## src/rtl/breakout_pkg.sv

```systemverilog
// Shared constants for the breakout ball and sound blocks: tone encodings and clock-derived timing.
// Pure declarations; no logic, no latency, no flow control.
// Tone half-periods are rounded to the nearest clk cycle so both blocks agree.
package breakout_pkg;

    localparam int CLK_HZ    = 25000000;
    localparam int TONE1_HZ  = 880;
    localparam int TONE2_HZ  = 440;
    localparam int BURST_DIV = 10;

    localparam int TONE1_HALF_DEF = (CLK_HZ + TONE1_HZ) / (2 * TONE1_HZ);
    localparam int TONE2_HALF_DEF = (CLK_HZ + TONE2_HZ) / (2 * TONE2_HZ);
    localparam int DUR_CYCLES_DEF = CLK_HZ / BURST_DIV;

    typedef enum logic [1:0] {
        TONE_NONE   = 2'd0,
        TONE_WALL   = 2'd1,
        TONE_PADDLE = 2'd2
    } tone_t;

    typedef enum logic {
        ST_IDLE = 1'b0,
        ST_PLAY = 1'b1
    } fx_state_t;

endpackage

```

## src/rtl/tone_osc.sv

```systemverilog
// Square-wave oscillator: half-period down-counter with a phase toggle.
// Load gives phase=1 on the next edge; phase holds for half_val+1 cycles per level.
// No backpressure; when neither load nor run is asserted the oscillator parks low.
module tone_osc #(
    parameter int HALF_W = 16
) (
    input  logic              clk,
    input  logic              reset,
    input  logic              load,
    input  logic [HALF_W-1:0] half_val,
    input  logic              run,
    output logic              phase
);

    logic [HALF_W-1:0] half_cnt;

    // half_val is the reload value (half-period minus one)
    always_ff @(posedge clk) begin
        if (reset) begin
            half_cnt <= '0;
            phase    <= 1'b0;
        end else if (load) begin
            half_cnt <= half_val;
            phase    <= 1'b1;
        end else if (run) begin
            if (half_cnt == '0) begin
                half_cnt <= half_val;
                phase    <= ~phase;
            end else begin
                half_cnt <= half_cnt - 1'b1;
            end
        end else begin
            half_cnt <= '0;
            phase    <= 1'b0;
        end
    end

endmodule

```

## src/rtl/sound_fx.sv

```systemverilog
// Turns rising edges of the ball-logic sound flags into fixed-length square-wave bursts.
// A rise sampled at edge N shows busy/tone_id/speaker after edge N; burst lasts DUR_CYCLES.
// No backpressure; a new rise mid-burst restarts the burst, paddle wins simultaneous rises.
module sound_fx
    import breakout_pkg::*;
#(
    parameter int TONE1_HALF = TONE1_HALF_DEF,
    parameter int TONE2_HALF = TONE2_HALF_DEF,
    parameter int DUR_CYCLES = DUR_CYCLES_DEF,
    parameter int HALF_W     = 16,
    parameter int DUR_W      = 22
) (
    input  logic       clk,
    input  logic       reset,
    input  logic       play_sound1,
    input  logic       play_sound2,
    input  logic       mute,
    output logic       speaker,
    output logic       busy,
    output logic [1:0] tone_id
);

    localparam logic [HALF_W-1:0] HALF1_RELOAD = HALF_W'(TONE1_HALF - 1);
    localparam logic [HALF_W-1:0] HALF2_RELOAD = HALF_W'(TONE2_HALF - 1);
    localparam logic [DUR_W-1:0]  DUR_RELOAD   = DUR_W'(DUR_CYCLES - 1);

    fx_state_t         state, state_nxt;
    tone_t             tone_q, tone_nxt, tone_sel, half_tone;
    logic [DUR_W-1:0]  dur_cnt, dur_nxt;
    logic              prev1, prev2;
    logic              rise1, rise2, trig;
    logic              osc_load, osc_run, phase;
    logic [HALF_W-1:0] half_val;

    assign rise1    = play_sound1 & ~prev1;
    assign rise2    = play_sound2 & ~prev2;
    assign trig     = rise1 | rise2;
    assign tone_sel = rise2 ? TONE_PADDLE : TONE_WALL;

    always_ff @(posedge clk) begin
        if (reset) begin
            state   <= ST_IDLE;
            tone_q  <= TONE_NONE;
            dur_cnt <= '0;
            prev1   <= 1'b0;
            prev2   <= 1'b0;
        end else begin
            state   <= state_nxt;
            tone_q  <= tone_nxt;
            dur_cnt <= dur_nxt;
            prev1   <= play_sound1;
            prev2   <= play_sound2;
        end
    end

    always_comb begin
        state_nxt = state;
        tone_nxt  = tone_q;
        dur_nxt   = dur_cnt;
        osc_load  = 1'b0;
        osc_run   = 1'b0;
        case (state)
            ST_IDLE: begin
                if (trig) begin
                    state_nxt = ST_PLAY;
                    tone_nxt  = tone_sel;
                    dur_nxt   = DUR_RELOAD;
                    osc_load  = 1'b1;
                end
            end
            ST_PLAY: begin
                if (trig) begin
                    tone_nxt = tone_sel;
                    dur_nxt  = DUR_RELOAD;
                    osc_load = 1'b1;
                end else if (dur_cnt == '0) begin
                    state_nxt = ST_IDLE;
                    tone_nxt  = TONE_NONE;
                end else begin
                    dur_nxt = dur_cnt - 1'b1;
                    osc_run = 1'b1;
                end
            end
            default: state_nxt = ST_IDLE;
        endcase
    end

    // On a trigger the new tone's half-period must be loaded, not the old one
    assign half_tone = osc_load ? tone_sel : tone_q;
    assign half_val  = (half_tone == TONE_PADDLE) ? HALF2_RELOAD : HALF1_RELOAD;

    tone_osc #(
        .HALF_W (HALF_W)
    ) u_tone_osc (
        .clk      (clk),
        .reset    (reset),
        .load     (osc_load),
        .half_val (half_val),
        .run      (osc_run),
        .phase    (phase)
    );

    // Gating the registered phase keeps speaker edges aligned with busy
    assign speaker = phase & ~mute;
    assign busy    = (state == ST_PLAY);
    assign tone_id = tone_q;

endmodule

```

## config.mk

```make
export PLATFORM = sky130hd
export DESIGN_NAME = sound_fx
export DESIGN_NICKNAME = d
export VERILOG_FILES = /design/src/rtl/breakout_pkg.sv /design/src/rtl/tone_osc.sv /design/src/rtl/sound_fx.sv
export SDC_FILE = /design/constraint.sdc
export NUM_CORES = 1
export LEC_CHECK = 0
export ABC_AREA = 1
export ABC_CLOCK_PERIOD_IN_PS = 3100
export CAP_MARGIN = 15
export CORE_ASPECT_RATIO = 1.4
export CORE_UTILIZATION = 30
export CTS_CLUSTER_SIZE = 28
export DETAILED_ROUTE_END_ITERATION = 10
export DONT_BUFFER_PORTS = 1
export GPL_TIMING_DRIVEN = 0
export PLACE_DENSITY = 0.51
export SLEW_MARGIN = 20
export SYNTH_ARGS = -nofsm -noshare
export SYNTH_HDL_FRONTEND = slang
export SYNTH_SLANG_ARGS = --single-unit
```

## constraint.sdc

```tcl
create_clock -name clk -period 3.1 [get_ports clk]
set_clock_uncertainty 0.2 [all_clocks]
set_input_delay 0.62 -clock clk [delete_from_list [all_inputs] [get_ports clk]]
set_output_delay 0.62 -clock clk [all_outputs]
set_load 0.1 [all_outputs]
```

==> metrics.txt, run 1 <==
number of resized instances in the post-cts repair step 0; netlist area before placement 2570 µm²; Final Setup Violations 0; residual overflow from global routing 0; routed wirelength normalized by instance count 12.2 µm; vias in the first global route 2376; Arr. time, crit path 2600 ps; clock root buffer clkbuf_16; placed cell area 2700 µm²; f_max 386 MHz; post-CTS setup-driven buffer insertion count 0; Mean Syn Cell Area 6.46 µm²; fraction of power spent switching nets 31.9%; proportion of power drawn by the clock network 35.5%; final max-slew violation count 0; type of the tightest min-delay check input pin to flip-flop; count of max-cap constraint violations 0; final weighted congestion of routability-driven global placement 0.804; final total negative setup slack 0 ps; dominant cells by area after synthesis dfxtp_1 (34%), nand2_1 (15%), nor2_1 (11%); Max-slew headroom 30.1%; number of rows created at floorplan 39; antenna fix cells 0; outcome complete, no violations; setup repair after global routing missed its margin false; worst-path maximum fanout 8; count of antenna-violating nets left after detailed routing 0; net load switching power 479 µW; setup ws final 512 ps; TritonCTS Buffers 5; final std cell area, no fill 2850 µm²; Setup crit end kind flip-flop; placeable core area 8250 µm²; number of buffers inserted by hold repair at cts 0; final hold viol count 0; power density over cell area 527 nW/µm²; First DRT Iteration DRCs 97; Net Count, Synth 407; half-perimeter wire length of the detailed placement result 4870 µm; num ports 9; drt first pass iters 4; global-route total usage across every layer 15.5%; chip height 112 µm; count of state elements after synthesis 44; Pleak 0.00130 µW; clock insertion delay at the later pin of the skew report 280 ps; library cell occupying the most area in the post-synthesis netlist dfxtp_1; final worst hold slack 235 ps; die width 80.2 µm; number of vias after detailed routing 2415; final wirelength 6220 µm; clock period minus final worst setup slack 2590 ps; CTS HTree Levels 2; ratio of final minimum period to clock period 83.5%; relative contribution of combinational cells to total power 20.0%; clock input transition at the sequential cells of the worst setup and hold paths 60 ps; cell internal pwr 1020 µW; most common cell after layout, fill and taps aside nand2_1; power consumption 1500 µW; antenna violations before repair 0; synthesis-to-layout area growth 10.9%; die area 8950 µm²; largest vdd supply drop 0.280 mV; sequential fraction of design power 44.4%; launching element type of the critical path flip-flop; Unique masters post-synth 30; transition time at the pin with the least slew margin 1050 ps; CTS sink count 44; worst setup path category flip-flop to flip-flop; Setup WS pre-CTS 544 ps; clock tree from TritonCTS built; largest net degree at the start of global routing 14; commonest cells after routing, fill and taps aside nand2_1 (100), nor2_1 (73), inv_1 (49); net count of the finished layout 414; initial standard-cell utilization of the core 31.2%; required time reported for the critical path endpoint 3110 ps; # fillers 910; area share of the largest cell type after synthesis 34.3%; layout cells sized above 1 10.8%; wire length of the first global-routing pass 10900 µm; number of warnings reported in the yosys synthesis log 0; remaining design rule violation count 0; Vias/cell 4.75; Port Buffer Count 0; clock tree buffer depth 2; Synth Instances 398; share of synthesized area occupied by flip-flops and latches 34.3%
-- sequential cells by signal (all words and copies together) (netlist names) --
register	cells
busy	1
dur_cnt	22
u_tone_osc.phase	1
prev2	1
u_tone_osc.half_cnt	16
prev1	1
tone_id	2
-- cell families (layout without fill, tap and decap cells) --
logic type,Yosys count,after routing,synth area share (%)
and+or+nand+nor,243,243,43.9
buffers and inverters,60,68,9.25
DFF,44,44,34.3
AOI/OAI and AO/OA,39,39,7.89
xor gates and xnor gates,8,8,2.73
adders and majority gates,4,4,1.95
-- through the flow --
stage	cells	util, %
floorplan	398	-
global placement	500	32.7
detailed placement	500	32.7
CTS	508	34.5
global route	508	34.5
finish	508	34.5
-- critical path: stages, from the launching register on --
cell and delay (ps):
dfxtp_1 960, buf_2 370, inv_1 130, nor2_1 240
nand2_1 180, nor2_1 240, nand2_1 90, a21oi_1 120
-- path summary, 6_finish.rpt --
path	start	end	slack, ps	cells after the start
setup reg to reg	busy$_SDFF_PP0_	u_tone_osc.half_cnt[11]$_SDFF_PP0_	510	7
setup / recovery	busy$_SDFF_PP0_	u_tone_osc.half_cnt[11]$_SDFF_PP0_	510	7
hold / removal	play_sound1	prev1$_SDFF_PP0_	230	2
hold reg to reg	u_tone_osc.half_cnt[0]$_SDFF_PP0_	u_tone_osc.half_cnt[0]$_SDFF_PP0_	260	1
-- layout make-up --
| class | instances | area, µm² | share of cell area [%] |
|---|---|---|---|
| inverter | 55 | 209 | 7.33 |
| clock buffer | 6 | 139 | 4.87 |
| sequential | 44 | 881 | 30.9 |
| clock inverter | 2 | 10.0 | 0.351 |
| buffer | 5 | 28.8 | 1.01 |
| multi-input combinational | 294 | 1450 | 51.0 |
| tap | 102 | 128 | 4.48 |
-- Yosys cell counts --
master and n:
a21oi_1 22, a31oi_1 4, and3_1 1, buf_2 2, buf_6 1, clkbuf_1 2
dfxtp_1 44, ha_1 4, inv_1 49, inv_2 5, inv_4 1, nand2_1 100
nand2_2 2, nand2_4 3, nand3_1 29, nand3_2 6, nand3_4 1, nand3b_1 2
nand4_1 8, nor2_1 74, nor2_2 4, nor2_4 3, nor3_1 3, nor3_2 2
nor3_4 1, o21ai_0 12, o31ai_1 1, or2_2 4, xnor2_1 2, xor2_1 6
-- per-layer routing --
| layer | global-route usage (%) | vias up | part of all wire, % |
|---|---|---|---|
| li1 | - | 1268 | - |
| met1 | 17.6 | 1101 | 43 |
| met2 | 28.1 | 33 | 51 |
| met3 | 2.62 | 13 | 3.3 |
| met4 | 6.07 | 0 | 2.6 |
| met5 | 0 | - | 0 |
-- power groups by stage --
stage | Combinational (µW) | Sequential [µW] | Clock (µW)
2_1_floorplan | 243 | 668 | 0
3_3_place_gp | 303 | 679 | 0
3_5_place_dp | 303 | 680 | 0
4_1_cts | 305 | 667 | 552
5_1_grt | 346 | 673 | 573
6_report | 301 | 667 | 533
Note: power is estimated with default switching activity, not from simulation.
==> inputs of run 2 (changes only) <==
ABC_CLOCK_PERIOD_IN_PS = 2400   (was 3100)
clock period = 2.4 ns   (was 3.1 ns; I/O delays follow)
==> metrics.txt, run 2 (synthesis gave the netlist of run 1 again) <==
outcome complete, no violations (unchanged); Setup crit end kind flip-flop (unchanged); number of rows created at floorplan 39 (unchanged); f_max 449 MHz (was 386 MHz); worst setup path category flip-flop to flip-flop (unchanged); First DRT Iteration DRCs 73 (was 97); wire length of the first global-routing pass 10900 µm (about the same); CTS sink count 44 (unchanged); die width 80.2 µm (unchanged); residual overflow from global routing 0 (unchanged); die area 8950 µm² (unchanged); routed wirelength normalized by instance count 12.5 µm (was 12.2 µm); net load switching power 631 µW (was 479 µW); placeable core area 8250 µm² (unchanged); chip height 112 µm (unchanged); net count of the finished layout 414 (unchanged); half-perimeter wire length of the detailed placement result 4970 µm (was 4870 µm); final total negative setup slack 0 ps (unchanged); Setup WS pre-CTS -152 ps (was 544 ps); number of vias after detailed routing 2432 (was 2415); ratio of final minimum period to clock period 92.7% (was 83.5%); worst-path maximum fanout 8 (unchanged); final max-slew violation count 0 (unchanged); Vias/cell 4.79 (was 4.75); count of non-filler cells in the finished layout 508 (unchanged); fraction of power spent switching nets 30.2% (was 31.9%); transition time at the pin with the least slew margin 1050 ps (about the same); CTS HTree Levels 2 (unchanged); largest vdd supply drop 0.334 mV (was 0.280 mV); cells on worst reg2reg path 7 (unchanged); count of max-cap constraint violations 0 (unchanged); Min-Delay Startpoint play_sound1 (unchanged); final wirelength 6370 µm (was 6220 µm); clock root buffer clkbuf_16 (unchanged); # fillers 895 (was 910); Top reg by flops dur_cnt (unchanged); register-to-register path setup slack 170 ps (was 510 ps); relative contribution of combinational cells to total power 18.7% (was 20.0%); Pleak 0.00131 µW (was 0.00130 µW); vias in the first global route 2349 (was 2376); drt first pass iters 4 (unchanged); count of antenna-violating nets left after detailed routing 0 (unchanged); Port Buffer Count 0 (unchanged); commonest cells after routing, fill and taps aside nand2_1 (100), nor2_1 (73), inv_1 (49) (unchanged); clock period minus final worst setup slack 2230 ps (was 2590 ps); number of flip-flops under the largest register name 22 (unchanged); sequential fraction of design power 41.3% (was 44.4%); final weighted congestion of routability-driven global placement 0.812 (was 0.804); required time reported for the critical path endpoint 2420 ps (was 3110 ps); type of the tightest min-delay check input pin to flip-flop (unchanged); synthesis-to-layout area growth 12.2% (was 10.9%); initial standard-cell utilization of the core 31.2% (unchanged); TritonCTS Buffers 5 (unchanged); Final Setup Violations 0 (unchanged); global-route total usage across every layer 15.7% (was 15.5%); post-CTS setup-driven buffer insertion count 0 (unchanged); CP Launch Point busy$_SDFF_PP0_ (unchanged); largest net degree at the start of global routing 14 (unchanged); Critical Path End u_tone_osc.half_cnt[14]$_SDFF_PP0_ (was u_tone_osc.half_cnt[11]$_SDFF_PP0_); setup ws final 174 ps (was 512 ps); most common cell after layout, fill and taps aside nand2_1 (unchanged); clock input transition at the sequential cells of the worst setup and hold paths 60 ps (about the same); clock insertion delay at the later pin of the skew report 290 ps (was 280 ps); num ports 9 (unchanged); final hold viol count 0 (unchanged); number of cells after detailed placement 500 (unchanged); clock tree from TritonCTS built (unchanged); power density over cell area 724 nW/µm² (was 527 nW/µm²); layout cells sized above 1 11.1% (was 10.8%); antenna violations before repair 0 (unchanged); cell internal pwr 1460 µW (was 1020 µW); setup repair after global routing missed its margin false (unchanged); remaining design rule violation count 0 (unchanged); Max-slew headroom 30.1% (about the same); Critical R2R Capture u_tone_osc.half_cnt[14]$_SDFF_PP0_ (was u_tone_osc.half_cnt[11]$_SDFF_PP0_); clock tree buffer depth 2 (unchanged); antenna fix cells 0 (unchanged); Arr. time, crit path 2240 ps (was 2600 ps); launching element type of the critical path flip-flop (unchanged); proportion of power drawn by the clock network 40.0% (was 35.5%); beginning of the worst register-to-register path busy$_SDFF_PP0_ (unchanged)
[run 2: changes by cell type in the layout (fill, tap and decap cells not counted), sizes merged]
cell and delta:
bufinv +1, clkbuf +1, clkinv -2
[run 2: worst min-delay path by stage]
stage / to / cells after the start / slack (ps)
after global routing: prev1$_SDFF_PP0_ / 2 / 100
after global placement: u_tone_osc.half_cnt[0]$_SDFF_PP0_ / 1 / 240
after floorplan: u_tone_osc.half_cnt[0]$_SDFF_PP0_ / 1 / 210
after CTS: prev1$_SDFF_PP0_ / 2 / 90
final: prev1$_SDFF_PP0_ / 2 / 90
after detailed placement: u_tone_osc.half_cnt[0]$_SDFF_PP0_ / 1 / 250
[run 2: cell type report]
| type | instances | area, µm² | share of cell area, % |
|---|---|---|---|
| tap | 102 | 128 | 4.43 |
| multi-input combinational | 294 | 1450 | 50.4 |
| inverter | 55 | 209 | 7.25 |
| clock buffer | 7 | 153 | 5.29 |
| buffer | 5 | 28.8 | 0.998 |
| sequential | 44 | 882 | 30.6 |
| clock inverter | 1 | 30.0 | 1.04 |
[run 2: power groups by stage]
| stage | Combinational [µW] | Sequential (µW) | Clock, µW |
|---|---|---|---|
| 2_1_floorplan | 314 | 863 | 0 |
| 3_3_place_gp | 391 | 878 | 0 |
| 3_5_place_dp | 393 | 878 | 0 |
| 4_1_cts | 396 | 863 | 853 |
| 5_1_grt | 451 | 871 | 884 |
| 6_report | 392 | 863 | 835 |
[run 2: metal layers]
layer  global-route usage, %  part of all wire [%]  wire [µm]
met4                    6.31                   2.2        137
met3                    2.62                   2.5        160
met2                    28.9                    53       3390
met5                       0                     0          0
met1                    17.5                    42       2680
[run 2: timing repair]
action,4_1_cts,5_1_grt
hold buffers,0,0
resized for setup,1,0
endpoints found under the setup margin,11,0
[run 2: critical path, cell delays in order, from the launching register on]
cell and delay (ps):
dfxtp_2 660, buf_2 330, inv_1 130, nor2_1 250, nand2_1 170, nor2_1 220
nand2_1 80, a21oi_1 110
[run 2: through the flow]
step                      hold slack [ps]  total power [µW]  area, µm²  utilization (%)
after floorplan                       214              1180       2570                -
after global placement                243              1270       2700             32.7
final                                94.3              2090       2880             35.0
after global routing                 99.3              2210       2880             35.0
after CTS                            91.3              2110       2880             35.0
after detailed placement              248              1270       2700             32.7
==> inputs of run 3 (changes only) <==
CORE_ASPECT_RATIO = 1.1   (was 1.4)
SYNTH_HIERARCHICAL = 1   (was unset)
==> metrics.txt, run 3 <==
share of synthesized area occupied by flip-flops and latches 30.6% (was 34.3%); outcome complete, no violations (unchanged); number of vias after detailed routing 2676 (was 2432); die area 9980 µm² (was 8950 µm²); Top reg by flops dur_cnt (unchanged); final hold viol count 0 (unchanged); initial standard-cell utilization of the core 30.7% (was 31.2%); clock tree from TritonCTS built (unchanged); Setup crit end kind output port (was flip-flop); Synth Area in Adders 1.31% (was 1.95%); Vias/cell 4.48 (was 4.79); Arr. time, crit path 1540 ps (was 2240 ps); die width 95.3 µm (was 80.2 µm); basic-gate share of the synthesized area counting and, or, nand and nor cells 42.2% (was 43.9%); placeable core area 9350 µm² (was 8250 µm²); CTS HTree Levels 2 (unchanged); clock period minus final worst setup slack 2220 ps (was 2230 ps); net count of the finished layout 487 (was 414); remaining design rule violation count 0 (unchanged); antenna fix cells 0 (unchanged); half-perimeter wire length of the detailed placement result 5050 µm (was 4970 µm); clock input transition at the sequential cells of the worst setup and hold paths 90 ps (was 60 ps); Pleak 0.00152 µW (was 0.00131 µW); clock root buffer clkbuf_8 (was clkbuf_16); required time reported for the critical path endpoint 1720 ps (was 2420 ps); peak per-stage delay on the critical path 790 ps (was 660 ps); transition time at the pin with the least slew margin 1050 ps (about the same); largest vdd supply drop 0.233 mV (was 0.334 mV); drt first pass iters 4 (unchanged); number of flip-flops under the largest register name 22 (unchanged); netlist area before placement 2880 µm² (was 2570 µm²); f_max 451 MHz (was 449 MHz); area share of the largest cell type after synthesis 30.6% (was 34.3%); placed cell area 3080 µm² (was 2700 µm²); commonest cells after routing, fill and taps aside nand2_1 (125), inv_1 (70), nor2_1 (47) (was nand2_1 (100), nor2_1 (73), inv_1 (49)); count of antenna-violating nets left after detailed routing 0 (unchanged); Mean Syn Cell Area 6.33 µm² (was 6.46 µm²); Unique masters post-synth 33 (was 30); dominant cells by area after synthesis dfxtp_1 (31%), nand2_1 (16%), inv_1 (9.1%) (was dfxtp_1 (34%), nand2_1 (15%), nor2_1 (11%)); count of state elements after synthesis 44 (unchanged); vias in the first global route 2631 (was 2349); TritonCTS Buffers 5 (unchanged); wire length of the first global-routing pass 11700 µm (was 10900 µm); synthesis-to-layout area growth 12.2% (about the same); most common cell after layout, fill and taps aside nand2_1 (unchanged); top cell types by occurrence after synthesis nand2_1 (126), inv_1 (70), nor2_1 (48), dfxtp_1 (44), nand3_1 (42) (was nand2_1 (100), nor2_1 (74), inv_1 (49), dfxtp_1 (44), nand3_1 (29)); predominant post-synthesis flop cell dfxtp_1 (unchanged); worst-path cell chain inv_1, nor2_2 (was buf_2, inv_1, nor2_1, nand2_1, nor2_1, nand2_1, a21oi_1); library cell occupying the most area in the post-synthesis netlist dfxtp_1 (unchanged); worst setup path category flip-flop to output port (was flip-flop to flip-flop); type of the tightest min-delay check input pin to flip-flop (unchanged); chip height 105 µm (was 112 µm); Max-slew headroom 30.1% (about the same); final std cell area, no fill 3230 µm² (was 2880 µm²); clock tree buffer depth 2 (unchanged); final wirelength 6760 µm (was 6370 µm); area fraction in compound gates after synthesis 10.8% (was 7.89%); Final Setup Violations 0 (unchanged); final max-slew violation count 0 (unchanged); dominant combinational cell family by area after synthesis simple AND/OR/NAND/NOR gates (unchanged); routed wirelength normalized by instance count 11.3 µm (was 12.5 µm); largest net degree at the start of global routing 14 (unchanged); Crit path buffers/inverters 1 (was 2); post-synthesis share of cell area spent on xor and xnor gates 3.35% (was 2.73%); num ports 9 (unchanged); launching element type of the critical path flip-flop (unchanged); final weighted congestion of routability-driven global placement 0.789 (was 0.812); final worst hold slack 34.7 ps (was 94.3 ps); number of buffers inserted by hold repair at cts 0 (unchanged); slowest library cell on the worst path nor2_2 (was dfxtp_2); most instantiated library cell after synthesis nand2_1 (unchanged); First DRT Iteration DRCs 47 (was 73); layout cells sized above 1 11.5% (was 11.1%); number of enable-type register cells in the synthesized netlist 0 (unchanged); portion of netlist area occupied by mux cells 0% (unchanged); clock insertion delay at the later pin of the skew report 300 ps (was 290 ps); CTS sink count 44 (unchanged); worst-path maximum fanout 3 (was 8); count of max-cap constraint violations 0 (unchanged); share of flip-flops with an asynchronous set or reset after synthesis 0% (unchanged); antenna violations before repair 0 (unchanged); power consumption 1840 µW (was 2090 µW); power density over cell area 571 nW/µm² (was 724 nW/µm²); number of warnings reported in the yosys synthesis log 6 (was 0); Port Buffer Count 0 (unchanged); ratio of final minimum period to clock period 92.3% (was 92.7%); Synth Instances 454 (was 398); global-route total usage across every layer 14.9% (was 15.7%); residual overflow from global routing 0 (unchanged); number of rows created at floorplan 37 (was 39); final total negative setup slack 0 ps (unchanged); Top Family by Delay on Critical Path simple AND/OR/NAND/NOR gates (unchanged)
run 3: cell types whose count changed in the layout (fill, tap and decap cells not counted), moves of 5 or more:
cell / before / now
a21oi_1: 22 / 29
clkbuf_16: 5 / 0
conb_1: 0 / 17
inv_1: 49 / 70
nand2_1: 100 / 125
nand2_2: 2 / 7
nand3_1: 29 / 42
nor2_1: 73 / 47
nor2_4: 3 / 10
run 3: area by class of cell:
cell class / count / area (µm²)
timing repair buffer: 3 / 22.5
fill: 1060 / 6130
clock buffer: 7 / 86.3
buffer: 8 / 60.1
clock inverter: 1 / 7.51
multi-input combinational: 344 / 1740
sequential: 44 / 887
inverter: 73 / 277
tap: 117 / 146
run 3: power by group:
part / internal [µW] / total [µW] / switching (µW)
clock network: 234 / 503 / 268
logic: 171 / 490 / 319
registers: 776 / 850 / 73.8
run 3: final timing paths:
check | start | to | slack (ps) | cells after the start
max | u_tone_osc/phase$_SDFFE_PP0P_ | speaker | 180 | 2
min | reset | u_tone_osc/half_cnt[0]$_SDFF_PP0_ | 30 | 1
max reg2reg | dur_cnt[0]$_SDFFE_PP0P_ | u_tone_osc/half_cnt[14]$_SDFF_PP0_ | 190 | 14
min reg2reg | dur_cnt[20]$_SDFFE_PP0P_ | dur_cnt[20]$_SDFFE_PP0P_ | 280 | 2
run 3: kinds of logic (layout without fill, tap and decap cells):
kind of cell               count (synthesis)  after routing
AOI/OAI and AO/OA                         56             56
xor gates and xnor gates                  11             11
adders and majority gates                  3              3
buffers and inverters                     81             92
DFF                                       44             44
other                                      2             17
and+or+nand+nor                          257            257
run 3: per-layer routing:
metal  track usage, %  vias to the layer above  part of all wire [%]
li1                 -                     1454                     -
met4             6.17                        0                   2.9
met1             17.8                     1172                    48
met5                0                        -                     0
met3             3.13                       14                   2.9
met2             25.2                       36                    46
run 3: per-stage QoR:
step	worst slack [ps]	utilization [%]	cells
finish	184	34.5	597
global route	-1.78	34.5	597
CTS	47.1	34.1	595
detailed placement	-265	33.0	586
global placement	-265	33.0	586
floorplan	156	-	469
run 3: what timing repair did:
| item | in CTS | in global routing |
|---|---|---|
| setup endpoints to repair | 16 | 11 |
| setup buffers | 1 | 2 |
| gates resized for setup | 5 | 6 |
| pin swaps | 1 | 1 |
